===== src/rtl/vga_vertical_sync.sv =====
// -----------------------------------------------------------------------------
// vga_vertical_sync
//
// Vertical timing stage of the VGA chain. It watches the active-low line sync
// produced by vga_horizontal_sync, counts lines within a frame and generates
// the frame-level timing signals.
//
// A line starts at the end of the horizontal sync pulse, which is the rising
// edge of horizontal_sync. Each frame is split into four phases in this order:
// back porch, visible lines, front porch and sync. The sync phase drives
// vertical_sync low.
//
// Every register advances only on clk edges where the pixel-rate enable
// clk_25Mhz is high. Reset is synchronous and active-low, and it takes
// priority over the enable.
//
// Ports:
//   clk              system clock, shared with vga_horizontal_sync
//   rst_n            synchronous active-low reset
//   clk_25Mhz        pixel-rate enable
//   horizontal_sync  active-low line sync from vga_horizontal_sync
//   display_sync     horizontal display window from vga_horizontal_sync
//   vertical_sync    active-low frame sync (registered)
//   display_v        high during visible lines (registered)
//   video_on         display_v & display_sync (combinational)
//   line_count       current line, 0..TOTAL-1
//   row              visible row index, 0 outside the visible lines
//   frame_start      high for one enabled cycle after line_count wraps to 0
//   frame_count      [only with VGA_VERTICAL_SYNC_FRAME_COUNT_EN] 8-bit count
//                    of frames that wraps from 255 to 0
//
// Build option:
//   VGA_VERTICAL_SYNC_FRAME_COUNT_EN  adds the frame_count output and its
//                                     register
// -----------------------------------------------------------------------------
module vga_vertical_sync #(
  parameter int BACK_PROCH   = 33,
  parameter int DISPLAY_TIME = 480,
  parameter int FRONT_PROCH  = 10,
  parameter int SYNC_TIME    = 2,
  parameter int TOTAL        = 525,
  parameter int Y_WIDTH      = 10
) (
  input  logic               clk,
  input  logic               rst_n,
  input  logic               clk_25Mhz,
  input  logic               horizontal_sync,
  input  logic               display_sync,
  output logic               vertical_sync,
  output logic               display_v,
  output logic               video_on,
  output logic [Y_WIDTH-1:0] line_count,
  output logic [Y_WIDTH-1:0] row,
`ifdef VGA_VERTICAL_SYNC_FRAME_COUNT_EN
  output logic               frame_start,
  output logic [7:0]         frame_count
`else
  output logic               frame_start
`endif
);

  // Phase encoding.
  localparam logic [1:0] ST_BACK    = 2'd0;
  localparam logic [1:0] ST_DISPLAY = 2'd1;
  localparam logic [1:0] ST_FRONT   = 2'd2;
  localparam logic [1:0] ST_SYNC    = 2'd3;

  // These are the first line of each phase after back porch, and the last
  // line of the frame.
  localparam logic [Y_WIDTH-1:0] START_DISPLAY = Y_WIDTH'(BACK_PROCH);
  localparam logic [Y_WIDTH-1:0] START_FRONT   = Y_WIDTH'(BACK_PROCH + DISPLAY_TIME);
  localparam logic [Y_WIDTH-1:0] START_SYNC    = Y_WIDTH'(BACK_PROCH + DISPLAY_TIME + FRONT_PROCH);
  localparam logic [Y_WIDTH-1:0] LAST_LINE     = Y_WIDTH'(TOTAL - 1);

  // An inconsistent configuration is reported while the design elaborates.
  // The counter still wraps at TOTAL-1.
  if (TOTAL != BACK_PROCH + DISPLAY_TIME + FRONT_PROCH + SYNC_TIME) begin : g_cfg_check
    $error("vga_vertical_sync: TOTAL does not equal the sum of the phase lengths");
  end

  logic               hs_q;
  logic [1:0]         state;
  logic [1:0]         state_nxt;
  logic               line_tick;
  logic               wrap;
  logic [Y_WIDTH-1:0] count_nxt;
  logic [Y_WIDTH-1:0] row_nxt;

  // A new line begins when horizontal_sync rises, which is the end of the
  // sync pulse. hs_q advances only on enabled edges. So a rise that happens
  // while the enable is low is still seen at the next enabled edge.
  always_comb begin
    line_tick = horizontal_sync & ~hs_q;
    wrap      = line_tick && (line_count == LAST_LINE);
    count_nxt = line_count;
    if (line_tick) begin
      count_nxt = wrap ? '0 : line_count + 1'b1;
    end
  end

  // The phase sequence is BACK -> DISPLAY -> FRONT -> SYNC -> BACK.
  // A phase moves forward only on a line tick, and only when the next line
  // reaches the boundary of the next phase. A wrap always returns the phase
  // to BACK, so a frame with a short TOTAL still restarts cleanly.
  always_comb begin
    state_nxt = state;
    if (line_tick) begin
      case (state)
        ST_BACK:    if (count_nxt == START_DISPLAY) state_nxt = ST_DISPLAY;
        ST_DISPLAY: if (count_nxt == START_FRONT)   state_nxt = ST_FRONT;
        ST_FRONT:   if (count_nxt == START_SYNC)    state_nxt = ST_SYNC;
        default:    state_nxt = state;
      endcase
      if (wrap) begin
        state_nxt = ST_BACK;
      end
    end
  end

  // The visible row index is taken from the next line value. This keeps row
  // aligned with line_count and display_v.
  always_comb begin
    row_nxt = '0;
    if (state_nxt == ST_DISPLAY) begin
      row_nxt = count_nxt - START_DISPLAY;
    end
  end

  always_ff @(posedge clk) begin
    if (!rst_n) begin
      hs_q          <= 1'b1;
      line_count    <= '0;
      state         <= ST_BACK;
      vertical_sync <= 1'b1;
      display_v     <= 1'b0;
      row           <= '0;
      frame_start   <= 1'b0;
    end else if (clk_25Mhz) begin
      hs_q          <= horizontal_sync;
      line_count    <= count_nxt;
      state         <= state_nxt;
      vertical_sync <= (state_nxt != ST_SYNC);
      display_v     <= (state_nxt == ST_DISPLAY);
      row           <= row_nxt;
      frame_start   <= wrap;
    end
  end

`ifdef VGA_VERTICAL_SYNC_FRAME_COUNT_EN
  // frame_count steps on the same edge that raises frame_start.
  always_ff @(posedge clk) begin
    if (!rst_n) begin
      frame_count <= 8'd0;
    end else if (clk_25Mhz && wrap) begin
      frame_count <= frame_count + 8'd1;
    end
  end
`endif

  assign video_on = display_v & display_sync;

endmodule


===== config.mk =====
export PLATFORM = sky130hd
export DESIGN_NAME = vga_vertical_sync
export DESIGN_NICKNAME = d
export VERILOG_FILES = /design/src/rtl/vga_vertical_sync.sv
export SDC_FILE = /design/constraint.sdc
export NUM_CORES = 1
export LEC_CHECK = 0
export ABC_AREA = 1
export CORE_MARGIN = 2
export CORE_UTILIZATION = 53
export CTS_BUF_LIST = sky130_fd_sc_hd__clkbuf_2
export DETAILED_ROUTE_END_ITERATION = 12
export GPL_TIMING_DRIVEN = 0
export PLACE_DENSITY = 0.78
export REMOVE_ABC_BUFFERS = 1
export SKIP_CTS_REPAIR_TIMING = 1
export SLEW_MARGIN = 20
export SYNTH_ARGS = -nofsm -noshare
export SYNTH_HDL_FRONTEND = slang
export SYNTH_SLANG_ARGS = --single-unit

===== constraint.sdc =====
create_clock -name clk -period 3.35 [get_ports clk]
set_input_delay 0.67 -clock clk [delete_from_list [all_inputs] [get_ports clk]]
set_output_delay 0.67 -clock clk [all_outputs]
set_load 0.03 [all_outputs]

==> impl_results.md <==
- Worst slew margin: 55.1%
- Max-Cap Viols: 0
- Skew final: 0.0165 ns
- Setup TNS Final: 0 ns
- Port-buffer cells: 28
- Final GP Congestion: 0.887
- #FFs+latches synth: 26
- Post-synthesis sequential area ratio: 28.9%
- PD cells: 318 nW/um^2
- WL per Instance: 12.2 um
- Drt first pass iters: 4
- Total core area: 3280 sq um
- Critical Path RT: 3.64 ns
- TritonCTS clock tree: yes
- Filler cells: 321
- Post-Synthesis Cell Area: 1800 sq um
- Largest net degree at the start of global routing: 23
- Crit path launch type: register
- Worst vdd ir: 0.000201 V
- DRC: 0
- # diodes: 0
- Die X: 62.2 um
- Synth Warn #: 0
- Row count: 21
- Critical path capture point type: register
- Share of post-route cells with drive strength above 1: 16.3%
- Area grow syn2layout: 18.0%
- Cell count after synthesis: 258
- Avg Inst Size Synth: 6.97 sq um
- Worst-path maximum fanout: 12
- GRT Residual Overflow: 0
- Final setup fails: 0
- Initial Utilization: 54.7%
- Max Clock Freq: 328 MHz
- Gr usage total: 22.1%
- Clock root buffer master: clkbuf_2
- Drt via density: 5.23
- Antenna violations before repair: 0
- Dpl ws: -0.168 ns
- Total Wirelength: 4000 um
- Period utilization: 91.1%
- Clk Latency, worst-skew pair: 0.36 ns
- Number of distinct library cells after synthesis: 33
- Worst-case clock buffer depth: 2
- Clk slew on worst S/H paths: 0.25 ns
- Total CTS buffers: 3
- Most common cell after layout, fill and taps aside: nand2_1
- Worst-margin pin slew: 0.672 ns
- Final Hold Vio Count: 0
- Num ports: 29
- Total clock sinks: 26
- Crit path DAT: 3.35 ns
- Crit Path Category: reg2reg
- Die area: 3870 sq um
- Slew Limit Fails: 0
- Chip Height: 62.2 um
- Leakage: 0.896 nW
- Global-route wire length before repair: 7100 um
- DRT iter0 DRCs: 126
- CTS H-tree depth: 1
- Fin nets: 293
- Final ANT Viol Nets: 0
- Via count: 1,715
- Worst hold-check path type: reg2reg
- Unrepaired setup endpoints after global routing: false
- PnR worst setup slack: 0.297 ns
- Status: finished clean
- Fin crit period: 3.05 ns
- Most frequent cells in the layout: nand2_1 (69), inv_1 (28), clkdlybuf4s50_1 (28)
- Detailed Place HPWL: 2920 um
- Vias in the first global route: 1,629
## Yosys cell counts
cell type,count,area share [%]
a21oi_4,1,0.90
nor2_1,14,2.9
nor2_8,1,1.1
buf_6,2,1.3
a211oi_1,1,0.42
clkinv_2,1,0.28
nand4_1,5,1.7
inv_2,4,0.83
xor2_1,3,1.5
a21oi_1,15,4.2
nand3_2,12,6.7
clkinv_1,1,0.21
nand2_1,69,14
inv_1,28,5.8
nand2_2,4,1.4
ha_1,5,3.5
o21bai_2,1,0.63
o21bai_1,1,0.42
nor2_4,1,0.63
a21oi_2,10,4.9
o21ai_1,1,0.28
a21o_1,1,0.42
o21ai_0,14,3.9
nand3_1,18,5.0
xnor2_1,3,1.5
or2_1,1,0.35
nand3_4,1,0.97
nor2_2,4,1.4
clkbuf_1,6,1.3
nand2_4,2,1.3
nor3_1,1,0.28
buf_8,1,0.83
dfxtp_1,26,29
## registers in the layout, indices dropped and copies added, names as in the netlist
signal and cells:
line_count 10, row 10, state 2, display_v 1, frame_start 1, hs_q 1, vertical_sync 1
## through the flow
stage          area [sq um]  total power [mW]  instances  utilization [%]  hold slack (ns)
2_1_floorplan          1740             0.492        249                -            0.453
3_3_place_gp           2080             0.549        323             63.2            0.461
3_5_place_dp           2080             0.555        323             63.2            0.464
4_1_cts                2090             0.675        327             63.8            0.497
5_1_grt                2120             0.717        328             64.6            0.515
6_report               2120             0.675        328             64.6            0.492
## power by group
part	internal [mW]	switching [mW]	total (mW)
Clock	0.0259	0.0929	0.119
Combinational	0.0767	0.137	0.213
Sequential	0.326	0.0171	0.343
Total	0.428	0.247	0.675
## logic make-up after synthesis
group,Yosys count,synth area share (%)
AO/OA/AOI/OAI,45,16.0
XOR/XNOR,6,2.92
adder cells (fa/ha/maj),5,3.48
buffers and inverters,43,10.5
flip-flops,26,28.9
AND/OR/NAND/NOR,133,38.1
## critical path: stages (launching register included)
cell and delay, ns:
dfxtp_1 0.39, inv_2 0.14, ha_1 0.20, nand2_1 0.06, nor2_1 0.22, nand4_1 0.17
nand2_1 0.14, nand2_1 0.05, o21ai_1 0.23, inv_1 0.14, ha_1 0.24, nand3_2 0.09
inv_1 0.06, nand3_1 0.07, nand2_1 0.08, a21oi_4 0.37, nor2_1 0.10, or2_1 0.23
## final cells by class
cell class	instances	area [sq um]	area share, %
sequential	26	520	24.5
multi-input combinational	189	1100	51.7
tap	46	57.6	2.71
timing repair buffer	29	300	14.2
clock buffer	3	15.0	0.708
clock inverter	1	3.75	0.177
inverter	34	129	6.07
## path summary, 6_finish.rpt
kind	start	to	slack [ns]	depth (start not counted)
setup / recovery	line_count[0]$_SDFFE_PN0P_	vertical_sync$_SDFFE_PN1P_	0.30	17
setup reg to reg	line_count[0]$_SDFFE_PN0P_	vertical_sync$_SDFFE_PN1P_	0.30	17
hold reg to reg	row[0]$_SDFFE_PN0P_	row[0]$_SDFFE_PN0P_	0.49	2
hold / removal	row[0]$_SDFFE_PN0P_	row[0]$_SDFFE_PN0P_	0.49	2
## metal layers
metal  GRT usage [%]  wire length (um)  up-vias
met5               0                 0        -
met4            7.22                48        0
met3            2.36               180        5
met2            38.0              1850       40
met1            29.0              1910      793
li1                -                 -      877
Power figures use the tool's default switching activity.
